File: src/rtl/uart_pkg.sv
// Shared definitions for the UART peripheral: FSM encoding, status word
// bit positions, frame geometry and the decoder address of the TX register.
// Optional feature macro: UART_TX_PARITY_EN (adds an even parity state).
package uart_pkg;

   localparam int          UART_DATA_BITS     = 8;
   localparam int          STATUS_BUSY_BIT    = 0;
   localparam int          STATUS_DONE_BIT    = 1;
   localparam int          STATUS_OVERRUN_BIT = 2;
   localparam logic [31:0] UART_TX_ADDR       = 32'h1001_0030;

`ifdef UART_TX_PARITY_EN
   typedef enum logic [2:0] {
      ST_IDLE,
      ST_START,
      ST_DATA,
      ST_PARITY,
      ST_STOP
   } tx_state_t;
`else
   typedef enum logic [2:0] {
      ST_IDLE,
      ST_START,
      ST_DATA,
      ST_STOP
   } tx_state_t;
`endif

endpackage

File: src/rtl/uart_baud_gen.sv
// Bit-time generator shared by the UART transmitter (and the future receiver).
// Counts 0..CLKS_PER_BIT-1 and flags the last cycle of each bit time.
// Ports:
//   clk   - system clock
//   rst   - synchronous active-high reset
//   clear - hold the counter at 0 (used while the line is idle)
//   tick  - high during the final cycle of a bit time
module uart_baud_gen #(
   parameter int CLKS_PER_BIT = 434
) (
   input  logic clk,
   input  logic rst,
   input  logic clear,
   output logic tick
);

   localparam int CW = (CLKS_PER_BIT > 1) ? $clog2(CLKS_PER_BIT) : 1;
   localparam logic [CW-1:0] LAST = CW'(CLKS_PER_BIT - 1);

   logic [CW-1:0] cnt_reg;

   assign tick = (cnt_reg == LAST);

   // Explicit wrap keeps non-power-of-two divisors exact.
   always_ff @(posedge clk) begin
      if (rst || clear) begin
         cnt_reg <= '0;
      end else if (tick) begin
         cnt_reg <= '0;
      end else begin
         cnt_reg <= cnt_reg + 1'b1;
      end
   end

endmodule

File: src/rtl/uart_tx_responder.sv
// Memory-mapped UART transmitter. A one-cycle write strobe latches the low
// byte of write_data and sends it as an 8N1 frame (8E1 when UART_TX_PARITY_EN
// is defined). Writes arriving while a frame is in flight are dropped and
// flagged in a sticky overrun bit.
// Ports:
//   clk        - system clock
//   rst        - synchronous active-high reset
//   write_en   - one-cycle write strobe from the address decoder
//   write_data - store data; only [7:0] is transmitted
//   tx         - serial line, idle high
//   busy       - frame in progress
//   status     - {29'b0, overrun, done, busy}
module uart_tx_responder
   import uart_pkg::*;
#(
   parameter int CLKS_PER_BIT = 434,
   parameter int DATA_WIDTH   = 32
) (
   input  logic                  clk,
   input  logic                  rst,
   input  logic                  write_en,
   input  logic [DATA_WIDTH-1:0] write_data,
   output logic                  tx,
   output logic                  busy,
   output logic [DATA_WIDTH-1:0] status
);

   localparam logic [2:0] LAST_IDX = 3'(UART_DATA_BITS - 1);

   tx_state_t                 state_reg, state_next;
   logic [UART_DATA_BITS-1:0] shift_reg, shift_next;
   logic [2:0]                idx_reg, idx_next;
   logic                      done_reg, done_next;
   logic                      overrun_reg, overrun_next;
   logic                      tx_reg, tx_next;
   logic                      busy_reg, busy_next;
   logic                      bit_tick;
   logic                      baud_clear;
   logic                      unused_data;

`ifdef UART_TX_PARITY_EN
   logic parity_reg, parity_next;
`endif

   // Upper store bits carry no meaning for this register.
   assign unused_data = ^write_data[DATA_WIDTH-1:UART_DATA_BITS];

   // Counter held at zero while idle so the start bit gets a full bit time
   // beginning on the cycle after the write is accepted.
   assign baud_clear = (state_reg == ST_IDLE);

   uart_baud_gen #(
      .CLKS_PER_BIT(CLKS_PER_BIT)
   ) u_baud (
      .clk  (clk),
      .rst  (rst),
      .clear(baud_clear),
      .tick (bit_tick)
   );

   always_ff @(posedge clk) begin
      if (rst) begin
         state_reg <= ST_IDLE;
      end else begin
         state_reg <= state_next;
      end
   end

   always_comb begin
      state_next   = state_reg;
      shift_next   = shift_reg;
      idx_next     = idx_reg;
      done_next    = done_reg;
      overrun_next = overrun_reg;
`ifdef UART_TX_PARITY_EN
      parity_next  = parity_reg;
`endif

      case (state_reg)
         ST_IDLE: begin
            if (write_en) begin
               shift_next = write_data[UART_DATA_BITS-1:0];
               idx_next   = '0;
               done_next  = 1'b0;
`ifdef UART_TX_PARITY_EN
               parity_next = ^write_data[UART_DATA_BITS-1:0];
`endif
               state_next = ST_START;
            end
         end
         ST_START: begin
            if (bit_tick) state_next = ST_DATA;
         end
         ST_DATA: begin
            if (bit_tick) begin
               shift_next = shift_reg >> 1;
               if (idx_reg == LAST_IDX) begin
                  idx_next = '0;
`ifdef UART_TX_PARITY_EN
                  state_next = ST_PARITY;
`else
                  state_next = ST_STOP;
`endif
               end else begin
                  idx_next = idx_reg + 3'd1;
               end
            end
         end
`ifdef UART_TX_PARITY_EN
         ST_PARITY: begin
            if (bit_tick) state_next = ST_STOP;
         end
`endif
         ST_STOP: begin
            if (bit_tick) begin
               done_next  = 1'b1;
               state_next = ST_IDLE;
            end
         end
         default: state_next = ST_IDLE;
      endcase

      // Any strobe outside IDLE (including the last stop-bit cycle) is lost.
      if (write_en && (state_reg != ST_IDLE)) overrun_next = 1'b1;

      // Line level is derived from the next state so tx stays a register
      // output with no combinational path from write_en.
      case (state_next)
         ST_START:  tx_next = 1'b0;
         ST_DATA:   tx_next = shift_next[0];
`ifdef UART_TX_PARITY_EN
         ST_PARITY: tx_next = parity_next;
`endif
         default:   tx_next = 1'b1;
      endcase
      busy_next = (state_next != ST_IDLE);
   end

   always_ff @(posedge clk) begin
      if (rst) begin
         shift_reg   <= '0;
         idx_reg     <= '0;
         done_reg    <= 1'b0;
         overrun_reg <= 1'b0;
         tx_reg      <= 1'b1;
         busy_reg    <= 1'b0;
`ifdef UART_TX_PARITY_EN
         parity_reg  <= 1'b0;
`endif
      end else begin
         shift_reg   <= shift_next;
         idx_reg     <= idx_next;
         done_reg    <= done_next;
         overrun_reg <= overrun_next;
         tx_reg      <= tx_next;
         busy_reg    <= busy_next;
`ifdef UART_TX_PARITY_EN
         parity_reg  <= parity_next;
`endif
      end
   end

   always_comb begin
      status                     = '0;
      status[STATUS_BUSY_BIT]    = busy_reg;
      status[STATUS_DONE_BIT]    = done_reg;
      status[STATUS_OVERRUN_BIT] = overrun_reg;
   end

   assign tx   = tx_reg;
   assign busy = busy_reg;

endmodule
File: config.mk
export PLATFORM = sky130hd
export DESIGN_NAME = uart_tx_responder
export DESIGN_NICKNAME = d
export VERILOG_FILES = /design/src/rtl/uart_pkg.sv /design/src/rtl/uart_baud_gen.sv /design/src/rtl/uart_tx_responder.sv
export SDC_FILE = /design/constraint.sdc
export NUM_CORES = 1
export LEC_CHECK = 0
export ABC_AREA = 1
export ABC_CLOCK_PERIOD_IN_PS = 2900
export BUFFER_PORTS_ARGS = -buffer_cell sky130_fd_sc_hd__buf_2
export CORE_AREA = 5 5 62 64
export CTS_CLUSTER_DIAMETER = 30
export DETAILED_ROUTE_END_ITERATION = 12
export DIE_AREA = 0 0 67 69
export GPL_TIMING_DRIVEN = 0
export PLACE_DENSITY = 0.84
export REMOVE_ABC_BUFFERS = 1
export SLEW_MARGIN = 40
export SYNTH_ARGS = -nofsm -noshare
export SYNTH_HDL_FRONTEND = slang
export SYNTH_SLANG_ARGS = --single-unit
File: constraint.sdc
create_clock -name clk -period 2.9 [get_ports clk]
set_input_delay 0.58 -clock clk [delete_from_list [all_inputs] [get_ports clk]]
set_output_delay 0.58 -clock clk [all_outputs]
set_load 0.1 [all_outputs]
==> results of run 1 <==
[Yosys cell counts, types with 3 or more instances]
cell / instances
nor2_1: 28
nand2_2: 7
inv_1: 13
nand3_1: 17
o21ai_0: 4
dfxtp_1: 27
nor3_1: 3
a21oi_1: 14
ha_1: 4
inv_2: 3
nand2_1: 25
buf_4: 32
nor2_2: 4
[worst reg2reg max path: stages (launching register included)]
cell and delay, ns:
dfxtp_1 0.41, ha_1 0.17, nand2_1 0.06, inv_1 0.07
nand2_2 0.08, nor2_8 0.18, nand2_4 0.08, nand2_4 0.08
inv_4 0.07, a21oi_1 0.13, nor2_1 0.05
[logic make-up after synthesis]
kind of cell / share of synthesized area
compound gates: 0.08011
buf+inv: 0.2172
other cells: 0.002475
fa+ha+maj: 0.03303
flops: 0.3567
simple gates: 0.2989
xor+xnor: 0.01156
[final timing paths]
path	from	to	slack, ns	depth (start not counted)
max	done_reg	status[1]	1.19	1
min	shift_reg[7]	shift_reg[7]	0.48	2
max reg2reg	u_baud.cnt_reg[0]	shift_reg[2]	1.44	10
min reg2reg	shift_reg[7]	shift_reg[7]	0.48	2
[layout make-up]
type,instances,area share
sequential,27,0.3538
tap,46,0.03767
inverter,18,0.04586
multi-input combinational,150,0.4939
clock inverter,1,0.004914
clock buffer,3,0.01474
timing repair buffer,15,0.04914
[metrics by stage]
step	instance area [sq um]	total power, W	hold slack [ns]
detailed placement	1498	0.0006468	0.4560
floorplan	1365	0.0006235	0.4334
finish	1528	0.0008060	0.4764
CTS	1528	0.0008092	0.4771
global placement	1498	0.0006443	0.4454
global route	1528	0.0008395	0.4855
[power by group]
group	switching, W	total [W]	internal, W
Sequential	0.00000793	0.000393	0.000385
Clock	0.000114	0.000167	0.0000526
Combinational	0.000223	0.000246	0.0000236
Total	0.000345	0.000806	0.000461
[layer usage]
layer / wire length [microns] / share of wire / vias up
met4: 28 / 0.011 / 0
met5: 0 / 0 / -
met3: 193 / 0.079 / 2
met1: 1098 / 0.45 / 510
met2: 1128 / 0.46 / 38
li1: - / - / 600
==> impl_metrics.yaml, run 1 <==
worst_setup_path:
  critPathSlowestCell: "buf_2"
  startpoint_type: "flop"
  max_stage_delay_ns: 0.44
  crit_type: "reg -> out"
  critical_path_arrival_ns: 1.13
  crit_chain: "buf_2"
  end_kind: "output port"
  critical_path.max_fanout: 3
  critPathRequiredTime_ns: 2.32
  crit_family: "buffers and inverters"
  cp_num_buf_inv: 1
placed_design:
  dp.cells: 256
  portBuffers: 15
  detailed_place_hpwl_microns: 1916
  place_congestion: 0.7474
  pre_cts_ws_ns: 1.382
sta:
  final-max-slew-violation-count: 0
  clock_skew_ns: 0.01275
  grt_setup_unrepaired: "no"
  fin_crit_ns: 1.709
  fin_ws_ns: 1.191
  max_freq_mhz: 585.0
  hold_viol: 0
  layout_worst_path_cycle_share: 0.5895
  setup_violations: 0
  setup_tns_ns: 0
yosys:
  synth-main-ff-cell: "dfxtp_1"
  synth_edf_count: 0
  yosysWarnings: 0
  syn_inst: 201
  synthesis.area_sq_um: 1515
  async_reset_ff_frac: 0
  syn_avg_cell_area_sq_um: 7.538
  netlist_top_cells_area: "dfxtp_1 36%, buf_4 16%, nor2_1 6.9%, nand2_1 6.2%, nand3_1 5.6%"
  synth-seq-cells: 27
  synth.distinct_cells: 29
  seq_area_frac_synth: 0.3567
  yosys.area.top_type: "dfxtp_1"
  yosysTopAreaCellShare: 0.3567
grt:
  antenna_found_initial: 0
  use_met3: 0.02110
  first_global_vias: 964
  overflow: 0
  gr-usage-met1: 0.1448
  grtUsageTotal: 0.1093
  grt-busiest-layer: "met2"
  grt_max_degree: 17
  met2_usage: 0.1725
  grt_pass1_wl_microns: 4140
detailed_routing:
  drt_wl_total_microns: 2449
  drc: 0
  routedWlPerCell_microns: 9.419
  first_pass_iters: 4
  dr_total_vias: 1150
  dr.first_iter.drc_count: 26
  vias_per_cell: 4.423
  ant_nets: 0
clocking:
  hold_buffers: 0
  clk_latency_ns: 0.32
  clockBufferDepth: 2
  cts-resized-gates: 0
  cts_buffers: 3
  cts_tree: "built"
  cts_max_level: 1
  clock-sinks: 27
  cts_root_buf: "clkbuf_4"
  post_cts_buffers: 0
  clkSlewWorstSetupHoldPaths_ns: 0.16
min_path:
  worstHoldPathType: "reg -> reg"
power:
  powerDensity_nw_per_um2: 527.6
  peakVddDrop_mv: 0.2214
  p_leak_nw: 0.7561
final_layout:
  multi_input_area_sq_um: 754.5
  largest_register_ff_count: 9
  drive_gt1_frac: 0.1916
  fillCellCount: 328
  final_cell_mix: "30 x conb_1, 28 x nor2_1, 27 x dfxtp_1, 25 x nand2_1, 17 x nand3_1"
  fin_nets: 254
  instances_no_fill: 260
  area.growth.synth_to_final_pct: 0.8261
  final_common_cell: "conb_1"
  fin_util: 0.4727
  register_area_sq_um: 540.5
  insertedDiodeCount: 0
floorplan:
  die-area_sq_um: 4623
  fp.dieW_microns: 67
  core-area_sq_um: 3232
  fp-row-count: 21
  die_y_microns: 69
  initial_utilization: 0.4688
  ios: 69
run:
  cap_violations: 0
run_status:
  status: "finished, final reports clean"
(Power assumes the default switching activity.)
==> run 2: changes to the inputs <==
Settings changed: ABC_CLOCK_PERIOD_IN_PS 2900 to 1400, CORE_AREA 5 5 62 64 to 5 5 67 69, DIE_AREA 0 0 67 69 to 0 0 72 74, PLACE_DENSITY 0.84 to 0.76.
Clock period 2.9 ns to 1.4 ns, I/O delays scaled along.
==> run 2 against run 1 <==
  * Sequential share of layout area fell by 3.7 points
  * Largest power group unchanged
  * Total power rose by 120%
  * Sequential power rose by 110%
==> impl_metrics.yaml, run 2 (synthesis gave the netlist of run 1 again) <==
worst_setup_path:
  reg2regPathDepth: 11
  r2r_slack_ns: 0.03
  rr_endpoint: "tx"
  critPathRequiredTime_ns: 1.57
  end_kind: "flop"
  startpoint_type: "flop"
  max_stage_delay_ns: 0.34
  critical_path_arrival_ns: 1.54
  crit_type: "reg -> reg"
  critPathLaunch: "u_baud.cnt_reg[1]"
  crit_chain: "inv_2 > ha_4 > nand2_4 > nor2_4 > nand2_2 > nand2_2 > buf_4 > nand3_1 > nand2_1 > o21ai_2 > nand2_1"
  cp_num_buf_inv: 2
  critical_path.max_fanout: 4
  rr_startpoint: "u_baud.cnt_reg[1]"
  critPathSlowestCell: "dfxtp_2"
  crit_family: "simple AND/OR/NAND/NOR gates"
floorplan:
  fp.dieW_microns: 72
  die-area_sq_um: 5328
  ios: 69
  die_y_microns: 74
  fp-row-count: 23
  core-area_sq_um: 3856
  initial_utilization: 0.3929
sta:
  fin_crit_ns: 1.369
  layout_worst_path_cycle_share: 0.9777
  hold_viol: 0
  clock_skew_ns: 0.005184
  setup_violations: 0
  grt_setup_unrepaired: "yes"
  final-max-slew-violation-count: 0
  max_freq_mhz: 730.6
final_layout:
  largest_register_ff_count: 9
  instances_no_fill: 272
  insertedDiodeCount: 0
  final_common_cell: "conb_1"
  fillCellCount: 388
  final_cell_mix: "30 x conb_1, 24 x nor2_1, 23 x nand2_1, 22 x dfxtp_1"
  fin_util: 0.4474
  area.growth.synth_to_final_pct: 13.87
  drive_gt1_frac: 0.3288
  fin_nets: 262
clocking:
  cts_tree: "built"
  cts_root_buf: "clkbuf_8"
  clkSlewWorstSetupHoldPaths_ns: 0.09
  clockBufferDepth: 2
  clock-sinks: 27
  cts_buffers: 3
  cts_max_level: 1
  clk_latency_ns: 0.27
grt:
  first_global_vias: 1003
  antenna_found_initial: 0
  grt_max_degree: 15
  overflow: 0
  grtUsageTotal: 0.09991
  grt_pass1_wl_microns: 4222
min_path:
  min_to: "shift_reg[7]"
  worstHoldPathType: "in -> reg"
  hold_start: "write_data[7]"
  hold_depth: 3
detailed_routing:
  drt_wl_total_microns: 2964
  met1_length_microns: 1260
  ant_nets: 0
  routedWlPerCell_microns: 10.90
  first_pass_iters: 4
  top_layer: "met4"
  drc: 0
  route.met2.wl_microns: 1421
  dr_total_vias: 1204
  dr.first_iter.drc_count: 38
  wl_met3_microns: 210
  vias_per_cell: 4.426
run_status:
  status: "finished, final reports clean"
placed_design:
  place_congestion: 0.8183
  portBuffers: 15
  dp.cells: 260
  detailed_place_hpwl_microns: 1947
run:
  cap_violations: 0
power:
  p_leak_nw: 0.8434
  peakVddDrop_mv: 0.5406
  p_total_w: 0.001799
  powerDensity_nw_per_um2: 1043
==> run 2: per-layer routing <==
| layer | global-route usage | up-vias |
|---|---|---|
| li1 | - | 613 |
| met1 | 0.1234 | 543 |
| met3 | 0.009459 | 6 |
| met2 | 0.1673 | 42 |
| met4 | 0.06472 | 0 |
| met5 | 0 | - |
==> run 2: power breakdown <==
part / internal [W] / leakage, nW / switching [W]
Combinational: 0.0000704 / 0.598 / 0.000479
Clock: 0.000204 / 0.0228 / 0.000229
Sequential: 0.000798 / 0.223 / 0.0000194
Total: 0.00107 / 0.843 / 0.000728
==> run 2: worst max-delay path by stage <==
stage | slack (ns) | endpoint | cells past startpoint
3_3_place_gp | -0.04 | shift_reg[3] | 10
5_1_grt | -0.1 | u_baud.cnt_reg[8] | 8
6_report | 0.03 | tx | 11
3_5_place_dp | -0.07 | shift_reg[3] | 10
4_1_cts | 0.006 | tx | 11
2_1_floorplan | -0.43 | busy | 0
==> run 2: cell type report <==
class,instances,area (sq um),share of cell area
multi-input combinational,150,857.1,0.4967
sequential,27,546.8,0.3169
timing repair buffer,23,138.9,0.08049
inverter,18,75.07,0.04351
tap,50,62.56,0.03626
clock buffer,4,45.04,0.02611
==> run 2: tightest hold or removal path, stage by stage <==
cell     delay [ns]
buf_2          0.10
nand3_1        0.07
a21oi_1        0.06
==> run 2: what timing repair did <==
action                                  in CTS  in global routing
pin swaps                                    8                  8
resized for setup                            8                 27
buffers inserted                             5                  3
endpoints found under the setup margin      11                 17
hold buffers                                 0                  0
==> run 2: metrics by stage <==
| stage | cell area, sq um | setup slack [ns] | setup TNS, ns | hold slack (ns) |
|---|---|---|---|---|
| after global routing | 1725 | -0.09997 | -0.9695 | 0.2820 |
| after floorplan | 1365 | -0.4332 | -0.8664 | 0.3491 |
| after global placement | 1503 | -0.04145 | -0.3090 | 0.4482 |
| after detailed placement | 1503 | -0.06527 | -0.5658 | 0.4569 |
| after CTS | 1599 | 0.006023 | 0 | 0.2645 |
| final | 1725 | 0.03119 | 0 | 0.2694 |
